### config.mk
export PLATFORM = sky130hd
export DESIGN_NAME = cu_int_capture
export DESIGN_NICKNAME = d
export VERILOG_FILES = /design/src/rtl/cu_pkg.sv /design/src/rtl/cu_sync.sv /design/src/rtl/cu_int_capture.sv
export SDC_FILE = /design/constraint.sdc
export NUM_CORES = 1
export LEC_CHECK = 0
export ABC_AREA = 1
export ABC_CLOCK_PERIOD_IN_PS = 1400
export CAP_MARGIN = 15
export CORE_MARGIN = 2
export CORE_UTILIZATION = 56
export CTS_BUF_LIST = sky130_fd_sc_hd__clkbuf_2
export DETAILED_ROUTE_END_ITERATION = 10
export GPL_TIMING_DRIVEN = 0
export PLACE_DENSITY = 0.79
export SLEW_MARGIN = 20
export SYNTH_ARGS = -nofsm -noshare
export SYNTH_HDL_FRONTEND = slang
export SYNTH_SLANG_ARGS = --single-unit
### constraint.sdc
create_clock -name clk -period 1.4 [get_ports clk]
set_input_delay 0.28 -clock clk [delete_from_list [all_inputs] [get_ports clk]]
set_output_delay 0.28 -clock clk [all_outputs]
set_load 0.01 [all_outputs]
### src/rtl/cu_pkg.sv
// Shared types and constants for the control-unit interrupt capture slice.
package cu_pkg;
  typedef enum logic [1:0] {
    S_HIGH = 2'd0,
    S_FILT = 2'd1,
    S_LOW  = 2'd2
  } nmi_st_t;

  localparam int   CNT_W    = 4;
  localparam logic FLG_ACT  = 1'b0;
  localparam logic FLG_IDLE = 1'b1;
endpackage

### src/rtl/cu_sync.sv
// Multi-flop synchroniser for an asynchronous active-low pin; resets to the idle (high) level.
module cu_sync #(
  parameter int STG = 2
) (
  input  logic clk,
  input  logic rst,
  input  logic d,
  output logic q
);
  logic [STG-1:0] sync_q;
  logic [STG-1:0] sync_d;

  always_comb begin
    sync_d = {sync_q[STG-2:0], d};
  end

  always_ff @(posedge clk) begin
    if (rst) sync_q <= '1;
    else     sync_q <= sync_d;
  end

  assign q = sync_q[STG-1];
endmodule

### src/rtl/cu_int_capture.sv
// Interrupt capture: synchronises /NMI and /IRQ, filters and edge-latches NMI, blanks IRQ after service.
module cu_int_capture
  import cu_pkg::*;
#(
  parameter int SYNC_STG  = 2,
  parameter int NMI_FILT  = 2,
  parameter int IRQ_BLANK = 3
) (
  input  logic clk,
  input  logic b_rst,
  input  logic b_nmi,
  input  logic b_irq,
  input  logic bnmi_sd,
  input  logic birq_sd,
  output logic bnmi_flg,
  output logic birq_flg,
  output logic nmi_ovr
);
  localparam logic [CNT_W-1:0] FILT_C  = CNT_W'(NMI_FILT);
  localparam logic [CNT_W-1:0] BLANK_C = CNT_W'(IRQ_BLANK);
  localparam logic [CNT_W-1:0] ONE_C   = CNT_W'(1);

  logic nmi_s, irq_s;
  nmi_st_t st_q, st_d;
  logic [CNT_W-1:0] cnt_q, cnt_d, blank_q, blank_d;
  logic [SYNC_STG-1:0] fill_q, fill_d;
  logic arm_q, arm_d;
  logic bnmi_flg_q, bnmi_flg_d, nmi_ovr_q, nmi_ovr_d, birq_flg_q, birq_flg_d;
  logic fire;

  cu_sync #(.STG(SYNC_STG)) u_sync_nmi (.clk(clk), .rst(b_rst), .d(b_nmi), .q(nmi_s));
  cu_sync #(.STG(SYNC_STG)) u_sync_irq (.clk(clk), .rst(b_rst), .d(b_irq), .q(irq_s));

  // The synchroniser restarts at 1 after reset, so a pin already low would look like a fresh
  // falling edge. Edges are only accepted once a genuine high has come out of the chain.
  always_comb begin
    fill_d = {fill_q[SYNC_STG-2:0], 1'b1};
    arm_d  = arm_q | (fill_q[SYNC_STG-1] & nmi_s);
  end

  always_comb begin
    st_d  = st_q;
    cnt_d = cnt_q;
    fire  = 1'b0;
    case (st_q)
      S_HIGH: begin
        if (!nmi_s && arm_q) begin
          if (NMI_FILT == 1) begin
            st_d = S_LOW;
            fire = 1'b1;
          end else begin
            st_d  = S_FILT;
            cnt_d = ONE_C;
          end
        end
      end
      S_FILT: begin
        if (nmi_s) begin
          st_d  = S_HIGH;
          cnt_d = '0;
        end else if (cnt_q + ONE_C == FILT_C) begin
          st_d  = S_LOW;
          cnt_d = '0;
          fire  = 1'b1;
        end else begin
          cnt_d = cnt_q + ONE_C;
        end
      end
      S_LOW: begin
        if (nmi_s) st_d = S_HIGH;
      end
      default: begin
        st_d  = S_HIGH;
        cnt_d = '0;
      end
    endcase
  end

  // A fire coinciding with a service strobe replaces the serviced NMI rather than overrunning it.
  always_comb begin
    bnmi_flg_d = bnmi_flg_q;
    nmi_ovr_d  = nmi_ovr_q;
    if (fire) begin
      bnmi_flg_d = FLG_ACT;
      if (bnmi_flg_q == FLG_ACT && bnmi_sd) nmi_ovr_d = 1'b1;
    end else if (!bnmi_sd) begin
      bnmi_flg_d = FLG_IDLE;
    end
  end

  always_comb begin
    if (!birq_sd)              blank_d = BLANK_C;
    else if (blank_q != '0)    blank_d = blank_q - ONE_C;
    else                       blank_d = blank_q;
    birq_flg_d = (blank_d != '0) ? FLG_IDLE : irq_s;
  end

  always_ff @(posedge clk) begin
    if (b_rst) begin
      st_q       <= S_HIGH;
      cnt_q      <= '0;
      blank_q    <= '0;
      fill_q     <= '0;
      arm_q      <= 1'b0;
      bnmi_flg_q <= FLG_IDLE;
      birq_flg_q <= FLG_IDLE;
      nmi_ovr_q  <= 1'b0;
    end else begin
      st_q       <= st_d;
      cnt_q      <= cnt_d;
      blank_q    <= blank_d;
      fill_q     <= fill_d;
      arm_q      <= arm_d;
      bnmi_flg_q <= bnmi_flg_d;
      birq_flg_q <= birq_flg_d;
      nmi_ovr_q  <= nmi_ovr_d;
    end
  end

  assign bnmi_flg = bnmi_flg_q;
  assign birq_flg = birq_flg_q;
  assign nmi_ovr  = nmi_ovr_q;
endmodule

* After elaboration in Yosys (flattened, before gate mapping)
Cells that the tools add are included.
** Cells by class
- Add/sub/neg operators :: 2
- Equality and inequality tests :: 7
- Multiplexer cells :: 17
- Bitwise logic cells :: 4
- Reduce and logical (&&, ||, !) cells :: 10
** Operators with widths (count)
- $mux 4 :: 5
- $pmux 4 s3 :: 1
- $mux 2 :: 4
- $reduce_bool 4->1 :: 2
- $mux 1 :: 6
- $pmux 2 s3 :: 1
- $add 4x1->4 const B :: 1
- $eq 4x2->1 const B :: 1
- $ne 2x1->1 const B :: 2
- $reduce_and 2->1 :: 2
- $sub 4x1->4 const B :: 1
- $ne 3x2->1 const B :: 1
- $reduce_and 3->1 :: 1
- $eq 2x1->1 const B :: 1
- $eq 2x2->1 const B :: 1
- $logic_and 1x1->1 :: 2
- $logic_not 2->1 :: 1
- $ne 2x2->1 const B :: 1
- $not 1->1 :: 2
- $reduce_or 2->1 :: 1
- $and 1x1->1 :: 1
- $logic_not 1->1 :: 1
- $or 1x1->1 :: 1
** Storage, ports and cells
- Flip-flop bits (word level) :: 20
- Input bits :: 6
- Output and inout port bits :: 3
- Word-level logic and storage cells :: 51

* Logic depth before layout (Yosys ltp)
Gate-level depths: netlist of run 1.
- Word-level depth :: 6
- Mapped depth :: 9
- Mapped depth without buffers :: 9

* Modules after synthesis
Synthesis of run 1 repeated with hierarchy kept, for this count alone.
** Second synthesis, totals
- Cells, all modules :: 114
- Area total of the unflattened synthesis :: 878.3 um^2
** Modules (own cells, without submodules)
- cu_int_capture :: times used 1, cells each 100, area each 760.7 um^2, seq. area each 320.3 um^2
- cu_sync :: times used 2, cells each 7, area each 58.8 um^2, seq. area each 40.0 um^2

* Worst setup path after synthesis of run 1
Ideal clock, no wire load.
- Path type :: reg-to-reg
- Start point :: reg cnt_q[0]
- End point :: reg nmi_ovr_q, in the netlist nmi_ovr
- Setup time :: 0.067 ns
- Arrival time :: 1.114 ns
- Data required time :: 1.333 ns
- Setup slack :: 0.219 ns
- Stages on the path, launching flop included :: 10
- Buffers on the path :: 0
- Period minus slack after synthesis :: 1.181 ns
- Cell sequence :: dfxtp_1 > ha_1 > inv_1 > nand2_1 > nand2_2 > nor2_4 > nand2_2 > nor2_4 > nand2_2 > a21oi_2
** Between the ends
- Word-level cells in the longest chain between the ends :: 6
** Ends and longest elaborated chain
- start: declaration :: line cu_int_capture.sv:25 : logic [CNT_W-1:0] cnt_q, cnt_d, blank_q, blank_d;
- start signal: assignment :: line cu_int_capture.sv:110 : cnt_q <= cnt_d;
- $add 4x1->4 :: line cu_int_capture.sv:61 : end else if (cnt_q + ONE_C == FILT_C) begin
- $eq 4x2->1 :: line cu_int_capture.sv:61
- $mux 1 :: line cu_int_capture.sv:61
- $mux 1 :: line cu_int_capture.sv:58 : if (nmi_s) begin
- $mux 1 :: line cu_int_capture.sv:45 : case (st_q)
- $reduce_and 2->1 (no line)
- end signal: assignment :: line cu_int_capture.sv:116 : nmi_ovr_q <= nmi_ovr_d;
- end: declaration :: line cu_int_capture.sv:28 : logic bnmi_flg_q, bnmi_flg_d, nmi_ovr_q, nmi_ovr_d, birq_flg_q, birq_flg_d;
No other way between the ends.
A chain may end at the register's enable or synchronous reset.

* Final worst setup path of run 1
Same ends and word-level chain as after synthesis.

==> results.ini, run 1 <==
[yosys]
syn-cell-area_um2=845.8
synth_top_area_cell=dfxtp_1
synthTopCellsByArea=dfxtp_1 47%, inv_1 8.0%, nand2_1 7.5%, nor2_1 4.9%, ha_1 4.4%
yosysMostFrequentCell=dfxtp_1
synthCells=108
synthArstFlopShare_pct=0
synth_edf_count=0
syn-num-nets=117
synth.distinct_cells=20
ys_seq_elements=20
synth_top_area_share_pct=47.34
yosysSeqAreaShare_pct=47.34
yosys_warnings=0
synthTopCellsByCount=20 x dfxtp_1, 18 x inv_1, 17 x nand2_1
synth_area_per_cell_um2=7.832
yosys_most_used_dff=dfxtp_1

[grt]
grt_pass1_vias=576
grt_pass1_wl_um=2290
grt.met1_usage_pct=21.18
grt_util_met2_pct=26.06
grt_max_degree=11
grt_util_met3_pct=2.553
antenna_found_initial=0
busiest_layer=met2
grt_util_all_layers_pct=16.76
grt-ovfl-total=0

[setup_path]
reg2reg_slack_ns=0.14
arrival_ns=1.51
worst_setup_path_end_kind=flop
worst_path_max_delay_cell=dfxtp_4
critPathRequiredTime_ns=1.66
crit_chain=ha_1 > inv_1 > nand2_1 > nand2_2 > nor2_4 > nand2_2 > nor2_4 > nand2_2 > a21oi_2
crit_fanout=6
max_stage_delay_ns=0.41
crit_top_cell=nand2_2
worstSetupStartpointType=flop
path_class=reg -> reg
worst-path-buf-inv=1
crit_family=simple AND/OR/NAND/NOR gates

[detailed_routing]
first_iter_violations=10
vias=657
drc=0
ant_nets=0
drtPass1Iterations=4
routed_wl_um=1243
routedWlPerCell_um=9.207
via_per_inst=4.867

[timing]
rsz0062_at_grt=no
slew_headroom_pct=69.62
fin_setup_tns_ns=0
period_needed_ns=1.255
worst_pin_slew_ns=0.4557
setup_viol=0
finalHoldViolCount=0
min_period_over_period_pct=89.67
fmax_mhz=796.6
finClkSkew_ns=0.0006547
slew_violations=0

[layout]
nets=130
drive_gt1_share_pct=14.29
multi_input_area_um2=370.4
diodes=0
fillers=136
area_growth_pct=13.76
regArea_um2=405.4

[floorplanning]
dieArea_um2=1837
ios=9
die_height_um=42.87
die_w_um=42.87
fp-row-count=14
core_region_area_um2=1454
start_util_pct=58.18

[clocking]
htree_levels=1
clkSinkCount=20
numCtsBuffers=3
cts_root_buf=clkbuf_2
tritoncts=yes
clk_pin_slew_ns=0.16
clk_latency_ns=0.31
cts_max_path_buffers=2

[placement]
routabilityCongestion=0.8182
portBuffers=8
dp_hpwl_um=952.1

[power_and_ir_drop]
p_leak_nw=0.4060
p_total_mw=0.9316
irDropWorstVdd_uv=653.2
powerDensity_nw_per_um2=968.2

[hold_path]
holdCritPathClass=reg -> reg

[flow_run]
maxCapViolCount=0

[outcome]
status=finished, final reports clean

## cell usage in the layout, fill, tap and decap left out, types with 4 or more instances in the layout
cell             netlist  final
or2_2                  4      4
nand2_1               17     17
a21oi_1                7      7
nand2_2                4      4
nand3_1                7      7
clkdlybuf4s50_1        0      5
inv_1                 18     18
nor2_1                11     11
dfxtp_1               20     18
## layer usage
metal | part of all wire [%] | routed length, um
met3 | 3.1 | 38
met4 | 1.6 | 20
met2 | 48 | 594
met1 | 47 | 589
met5 | 0 | 0
## state kept, by name, summed over array words and instances (netlist names)
name / count
blank_q: 4
cnt_q: 4
fill_q: 2
st_q: 2
u_sync_irq.sync_q: 2
u_sync_nmi.sync_q: 2
arm_q: 1
birq_flg: 1
bnmi_flg: 1
nmi_ovr: 1
## where the power goes
| group | internal, mW | switching, mW |
|---|---|---|
| clock | 0.0584 | 0.162 |
| sequential | 0.591 | 0.0101 |
| combinational | 0.0483 | 0.0624 |
## worst min-delay path, delay by kind of cell, from the launching register on
family	cells	cell delay, ns
flip-flops	1	0.33
buffers and inverters	1	0.04
AND/OR/NAND/NOR	1	0.03
## cell families after synthesis
logic type,count (synthesis),share of synthesized area (%)
AND/OR/NAND/NOR,50,28.55
flip-flops,20,47.34
adder cells (fa/ha/maj),3,4.438
buffers and inverters,20,8.874
AO/OA/AOI/OAI,13,8.728
XOR/XNOR,2,2.071
## layout make-up
type | instances | area share, %
sequential | 20 | 42.13
multi-input combinational | 68 | 38.49
timing repair buffer | 8 | 7.932
inverter | 19 | 7.412
tap | 16 | 2.081
clock buffer | 3 | 1.560
buffer | 1 | 0.3901
## timing repair
item,CTS,global route
hold buffers,0,0
resized for setup,3,3
setup buffers,0,0
setup endpoints to repair,3,4
## path summary, 6_finish.rpt
check             startpoint        end  cells past startpoint
setup / recovery    cnt_q[0]    nmi_ovr                      9
hold reg to reg    fill_q[0]  fill_q[1]                      2
hold / removal     fill_q[0]  fill_q[1]                      2
setup reg to reg    cnt_q[0]    nmi_ovr                      9
## through the flow
stage	hold WS (ns)	cells	util (%)	setup WS [ns]	area, um2
finish	0.4166	135	66.18	0.1446	962.2
global route	0.4581	135	66.18	0.007175	962.2
CTS	0.4177	135	65.83	0.04482	957.2
detailed placement	0.3954	132	65.06	-0.1176	945.9
global placement	0.3895	132	65.06	-0.1036	945.9
floorplan	0.3593	108	-	0.2185	845.8
Note: power is estimated with default switching activity, not from simulation.
==> inputs of run 2 (changes only) <==
- ABC_AREA: 1 -> 0
==> run 2 against run 1 <==
Effect of this change:
- the run now ends with setup timing left
- sequential share of layout area shrank 3.5 points
- sequential cell count is the same
- sequential power increased by 0.8%
- critical path depth shrank 3
- final cell count decreased by 12%
- non-clock buffer count is 7 higher
- via count rose by 4.9%
- maximum frequency shrank 11%
- register-to-register slack worse by 0.16 ns
- die area decreased by 2.5%
- hold slack better by 0.020 ns
- critical endpoint is now birq_flg
- highest routed layer unchanged
==> results.ini, run 2 <==
[timing]
slew_violations=0  ; unchanged
period_needed_ns=1.415  ; was 1.255 ns
rsz0062_at_grt=yes  ; was no
finClkSkew_ns=0.009774  ; was 0.0006547 ns
fin_ws_ns=-0.01525  ; was 0.1446 ns
finalHoldViolCount=0  ; unchanged
worst_pin_slew_ns=0.4737  ; was 0.4557 ns
setup_viol=1  ; was 0
whs_ns=0.4366  ; was 0.4166 ns
fmax_mhz=706.6  ; was 796.6 MHz
min_period_over_period_pct=101.1  ; was 89.67%
slew_headroom_pct=68.42  ; was 69.62%
fin_setup_tns_ns=-0.01525  ; was 0 ns

[grt]
antenna_found_initial=0  ; unchanged
grt_pass1_vias=652  ; was 576
grt-ovfl-total=0  ; unchanged
grt_max_degree=13  ; was 11
grt_pass1_wl_um=2608  ; was 2290 um
grt_util_all_layers_pct=19.35  ; was 16.76%

[yosys]
synthTopCellsByArea=dfxtp_1 49%, ha_1 4.6%, nor2_1 4.1%, a21oi_1 3.7%, nand3_1 3.7%  ; was dfxtp_1 47%, inv_1 8.0%, nand2_1 7.5%, nor2_1 4.9%, ha_1 4.4%
synthCells=86  ; was 108
synth_top_area_cell=dfxtp_1  ; unchanged
synth.distinct_cells=30  ; was 20
yosysSeqAreaShare_pct=48.71  ; was 47.34%
synth_top_area_share_pct=48.71  ; was 47.34%
synth_edf_count=0  ; unchanged
synth_area_per_cell_um2=9.559  ; was 7.832 um2
yosys_most_used_dff=dfxtp_1  ; unchanged
yosys_warnings=0  ; unchanged
synthTopCellsByCount=20 x dfxtp_1, 9 x nor2_1, 7 x inv_1  ; was 20 x dfxtp_1, 18 x inv_1, 17 x nand2_1
syn-num-nets=95  ; was 117
syn-cell-area_um2=822.0  ; was 845.8 um2
synthArstFlopShare_pct=0  ; unchanged
yosysMostFrequentCell=dfxtp_1  ; unchanged
ys_seq_elements=20  ; unchanged

[layout]
reg_top3=blank_q: 4 flops, cnt_q: 4 flops  ; unchanged
area_growth_pct=29.22  ; was 13.76%
final_common_cell=dfxtp_1
drive_gt1_share_pct=28.85  ; was 14.29%
nets=114  ; was 130
utilization_pct=79.64  ; was 66.18%
regArea_um2=410.4  ; was 405.4 um2
final_cell_area_um2=1062  ; was 962.2 um2
fillers=85  ; was 136
multi_input_area_um2=432.9  ; was 370.4 um2
diodes=0  ; unchanged
layout_common_cells=14 x dfxtp_1, 9 x nor2_1, 6 x nand3_1, 6 x a21oi_1, 6 x buf_4  ; was 18 x inv_1, 18 x dfxtp_1, 17 x nand2_1, 11 x nor2_1

[floorplanning]
die_height_um=42.32  ; was 42.87 um
die_w_um=42.32  ; was 42.87 um
fp-row-count=13  ; was 14
core_region_area_um2=1334  ; was 1454 um2
ios=9  ; unchanged
start_util_pct=61.63  ; was 58.18%
dieArea_um2=1791  ; was 1837 um2

[flow_run]
maxCapViolCount=0  ; unchanged

[setup_path]
worst_setup_path_end_kind=flop  ; unchanged
reg2reg_depth=6  ; was 9
reg2reg_slack_ns=-0.02  ; was 0.14 ns
r2r_start=blank_q[0]  ; was cnt_q[0]
crit_start=blank_q[0]  ; was cnt_q[0]
worstSetupStartpointType=flop  ; unchanged
path_class=reg -> reg  ; unchanged
arrival_ns=1.69  ; was 1.51 ns
r2r-end=birq_flg  ; was nmi_ovr
critPathRequiredTime_ns=1.68  ; was 1.66 ns
crit_fanout=4  ; was 6

[placement]
routabilityCongestion=0.7868  ; was 0.8182
pre_cts_ws_ns=-0.1928  ; was -0.1176 ns
portBuffers=8  ; unchanged
dp_hpwl_um=1051  ; was 952.1 um
placed_area_um2=929.6  ; was 945.9 um2

[clocking]
tritoncts=yes  ; unchanged
clk_latency_ns=0.32  ; was 0.31 ns
cts_max_path_buffers=2  ; unchanged
numCtsBuffers=3  ; unchanged
clkSinkCount=20  ; unchanged
cts_hold_buf=0  ; unchanged
clk_pin_slew_ns=0.20  ; was 0.16 ns
htree_levels=1  ; unchanged
cts_root_buf=clkbuf_2  ; unchanged

[hold_path]
min_path_cells=1  ; was 2
min_from=u_sync_irq.sync_q[0]  ; was fill_q[0]
holdCritPathClass=reg -> reg  ; unchanged
min_to=u_sync_irq.sync_q[1]  ; was fill_q[1]

[power_and_ir_drop]
powerDensity_nw_per_um2=1142  ; was 968.2 nW/um2
p_leak_nw=0.3949  ; was 0.4060 nW
irDropWorstVdd_uv=1235  ; was 653.2 uV

[outcome]
status=finished with violations  ; was finished, final reports clean
violations=setup timing

[detailed_routing]
routedWlPerCell_um=13.66  ; was 9.207 um
routed_wl_um=1625  ; was 1243 um
drc=0  ; unchanged
drtPass1Iterations=4  ; unchanged
vias=689  ; was 657
first_iter_violations=24  ; was 10
via_per_inst=5.790  ; was 4.867
ant_nets=0  ; unchanged

run 2: report_power, final:
| group | switching [mW] | internal, mW | leakage, nW |
|---|---|---|---|
| logic | 0.0734 | 0.105 | 0.204 |
| registers | 0.0146 | 0.591 | 0.164 |
| clock network | 0.181 | 0.247 | 0.0266 |
run 2: area by class of cell:
type                       count  share of cell area, %
timing repair buffer          14                  11.43
sequential                    20                  38.63
clock inverter                 1                  2.827
clock buffer                   3                  1.413
buffer                         2                 0.7067
multi-input combinational     57                  40.75
tap                           15                  1.767
inverter                       7                  2.473
run 2: worst max path at each step:
stage / endpoint / slack [ns] / cells past startpoint
6_report: birq_flg / -0.02 / 6
5_1_grt: birq_flg / -0.06 / 6
4_1_cts: birq_flg / -0.006 / 6
3_5_place_dp: cnt_q[1] / -0.19 / 4
3_3_place_gp: cnt_q[1] / -0.17 / 4
2_1_floorplan: bnmi_flg / 0.003 / 4
run 2: kinds of logic after synthesis:
kind of cell               share of synthesized area [%]
DFF                                                48.71
xor gates and xnor gates                           4.263
buffers and inverters                              4.109
and+or+nand+nor                                    23.44
muxes                                              2.587
adders and majority gates                          4.567
AOI/OAI and AO/OA                                  12.33
run 2: per-stage QoR:
| step | power, mW | cells |
|---|---|---|
| final | 1.213 | 119 |
| after global routing | 1.258 | 119 |
| after CTS | 1.190 | 115 |
| after detailed placement | 0.7356 | 109 |
| after global placement | 0.7302 | 109 |
| after floorplan | 0.7005 | 86 |
run 2: worst max-delay path, stage by stage, from the launching register on:
cell     delay [ns]
dfxtp_2        0.37
inv_2          0.07
ha_4           0.15
nor3b_4        0.22
mux2_4         0.33
and3_4         0.18
nand4_1        0.06
run 2: repair_timing:
action                                  in CTS  in global routing
endpoints found under the setup margin      10                  5
setup buffers                                2                  4
gates resized for setup                     17                  1
pin swaps                                    3                  4
run 2: per-layer routing:
layer | global-route usage [%] | up-vias | routed length, um | part of all wire [%]
li1 | - | 333 | - | -
met1 | 23.04 | 329 | 738 | 45
met2 | 30.77 | 19 | 787 | 48
met3 | 3.448 | 8 | 61 | 3.8
met4 | 14.37 | 0 | 37 | 2.3
met5 | 0 | - | 0 | 0
==> inputs of run 3 (changes only) <==
- CORE_ASPECT_RATIO: default -> 1.75
- CORE_UTILIZATION: 56 -> 35
- PLACE_DENSITY: 0.79 -> 0.52
==> run 3 against run 2 <==
Effect of this change:
- the flow still finishes with violations (setup timing)
- power decreased by 1.0%
- register-to-register slack about the same
- combinational power decreased by 8%
- die area increased by 55%
- first-iteration DRC count decreased by 33%
- largest power group unchanged
- core utilization decreased by 31 points
- clock-buffer cell count unchanged
- largest cell class unchanged
- design area increased by 2.0%
- clock skew increased by 0.0039 ns
- sequential cell count unchanged
==> results.ini, run 3 (same netlist as run 2, synthesis figures left out) <==
[clocking]
cts_hold_buf=0  ; unchanged
clk_pin_slew_ns=0.19  ; was 0.20 ns
tritoncts=yes  ; unchanged
numCtsBuffers=3  ; unchanged
htree_levels=1  ; unchanged
cts_root_buf=clkbuf_2  ; unchanged
clk_latency_ns=0.33  ; was 0.32 ns
clkSinkCount=20  ; unchanged
cts_max_path_buffers=2  ; unchanged

[detailed_routing]
first_iter_violations=16  ; was 24
vias=654  ; was 689
drtPass1Iterations=2  ; was 4
routedWlPerCell_um=12.91  ; was 13.66 um
ant_nets=0  ; unchanged
via_per_inst=5.190  ; was 5.790
routed_wl_um=1627  ; was 1625 um
drc=0  ; unchanged

[hold_path]
min_path_cells=1  ; unchanged
min_from=u_sync_irq.sync_q[0]  ; unchanged
min_to=u_sync_irq.sync_q[1]  ; unchanged
holdCritPathClass=reg -> reg  ; unchanged

[setup_path]
max_stage_delay_ns=0.37  ; about the same
critPathRequiredTime_ns=1.68  ; about the same
crit_start=blank_q[0]  ; unchanged
reg2reg_depth=6  ; unchanged
worst-path-buf-inv=1  ; unchanged
r2r_start=blank_q[0]  ; unchanged
crit_fanout=3  ; was 4
worst_path_max_delay_cell=dfxtp_2  ; unchanged
worst_setup_path_end_kind=flop  ; unchanged
crit_family=simple AND/OR/NAND/NOR gates  ; unchanged
crit_chain=inv_2 > ha_4 > nor3b_4 > mux2_4 > and3_4 > nand4_1  ; unchanged
worstSetupStartpointType=flop  ; unchanged
arrival_ns=1.69  ; about the same
r2r-end=birq_flg  ; unchanged
path_class=reg -> reg  ; unchanged
reg2reg_slack_ns=-0.01  ; was -0.02 ns

[grt]
grt_pass1_vias=657  ; was 652
antenna_found_initial=0  ; unchanged
grt_util_all_layers_pct=13.76  ; was 19.35%
grt-ovfl-total=0  ; unchanged
grt_pass1_wl_um=2553  ; was 2608 um
grt_max_degree=13  ; unchanged

[placement]
dp_hpwl_um=1159  ; was 1051 um
portBuffers=8  ; unchanged
dpl.cell_count=119  ; was 109
routabilityCongestion=0.7027  ; was 0.7868

[layout]
area_growth_pct=31.81  ; was 29.22%
nets=111  ; was 114
layout_common_cells=16 x dfxtp_1, 9 x nor2_1, 6 x nand3_1, 6 x a21oi_1  ; was 14 x dfxtp_1, 9 x nor2_1, 6 x nand3_1, 6 x a21oi_1, 6 x buf_4
final_common_cell=dfxtp_1  ; unchanged
diodes=0  ; unchanged
reg_top3=blank_q: 4 flops, cnt_q: 4 flops  ; unchanged
fillers=233  ; was 85
instances_no_fill=126  ; was 119
drive_gt1_share_pct=25.74  ; was 28.85%

[timing]
period_needed_ns=1.410  ; was 1.415 ns
worst_pin_slew_ns=0.4829  ; was 0.4737 ns
rsz0062_at_grt=yes  ; unchanged
finClkSkew_ns=0.01371  ; was 0.009774 ns
finalHoldViolCount=0  ; unchanged
fin_ws_ns=-0.009994  ; was -0.01525 ns
fmax_mhz=709.2  ; was 706.6 MHz
whs_ns=0.4312  ; was 0.4366 ns
slew_violations=0  ; unchanged
setup_viol=1  ; unchanged
slew_headroom_pct=67.81  ; was 68.42%
min_period_over_period_pct=100.7  ; was 101.1%

[flow_run]
maxCapViolCount=0  ; unchanged

[floorplanning]
core_region_area_um2=2245  ; was 1334 um2
dieArea_um2=2768  ; was 1791 um2
fp-row-count=23  ; was 13
ios=9  ; unchanged
start_util_pct=36.62  ; was 61.63%
die_w_um=40.64  ; was 42.32 um
die_height_um=68.11  ; was 42.32 um

[power_and_ir_drop]
irDropWorstVdd_uv=731.7  ; was 1235 uV
p_total_mw=1.200  ; was 1.213 mW
powerDensity_nw_per_um2=1108  ; was 1142 nW/um2
p_leak_nw=0.3827  ; was 0.3949 nW

[outcome]
violations=setup timing  ; unchanged
status=finished with violations  ; unchanged

run 3: changes by cell type in the layout (fill, tap and decap cells not counted), sizes merged:
cell / previous run / this run
buf: 7 / 4
run 3: routing by layer:
metal | vias up | track usage, % | wire length (um)
met2 | 11 | 24.80 | 916
met3 | 7 | 1.948 | 38
met5 | - | 0 | 0
met1 | 308 | 11.99 | 599
li1 | 328 | - | -
met4 | 0 | 11.67 | 72
run 3: through the flow:
| step | cell area, um2 | setup TNS (ns) | utilization [%] | setup slack [ns] |
|---|---|---|---|---|
| 5_1_grt | 1084 | -0.05656 | 48.27 | -0.03817 |
| 6_report | 1084 | -0.009994 | 48.27 | -0.009994 |
| 3_5_place_dp | 942.2 | -1.345 | 41.97 | -0.2174 |
| 2_1_floorplan | 830.8 | 0 | - | 0.002732 |
| 3_3_place_gp | 942.2 | -1.175 | 41.97 | -0.2092 |
| 4_1_cts | 1016 | -0.06393 | 45.26 | -0.03465 |
run 3: layout make-up:
cell class / count / area (um2) / area share [%]
clock inverter: 1 / 30.03 / 2.771
buffer: 2 / 7.507 / 0.6928
clock buffer: 3 / 15.01 / 1.386
timing repair buffer: 11 / 98.84 / 9.122
inverter: 7 / 26.28 / 2.425
tap: 25 / 31.28 / 2.887
multi-input combinational: 57 / 466.7 / 43.07
sequential: 20 / 407.9 / 37.64
run 3: timing repair:
| action | 4_1_cts | 5_1_grt |
|---|---|---|
| pin swaps | 1 | 5 |
| gates cloned | 0 | 0 |
| resized for setup | 12 | 8 |
| buffers inserted | 1 | 2 |
| setup endpoints to repair | 10 | 6 |
run 3: report_power, final:
| part | switching [mW] | leakage, nW | total (mW) | internal [mW] |
|---|---|---|---|---|
| Combinational | 0.0695 | 0.191 | 0.165 | 0.0955 |
| Clock | 0.182 | 0.0266 | 0.429 | 0.246 |
| Sequential | 0.0152 | 0.165 | 0.607 | 0.591 |
| Total | 0.267 | 0.383 | 1.20 | 0.933 |
run 3: how the worst max path moves through the flow:
stage	slack (ns)	cells past startpoint	to
after global routing	-0.04	6	birq_flg
final	-0.01	6	birq_flg
after CTS	-0.03	4	bnmi_flg
after floorplan	0.003	4	bnmi_flg
after global placement	-0.21	4	cnt_q[1]
after detailed placement	-0.22	4	cnt_q[1]
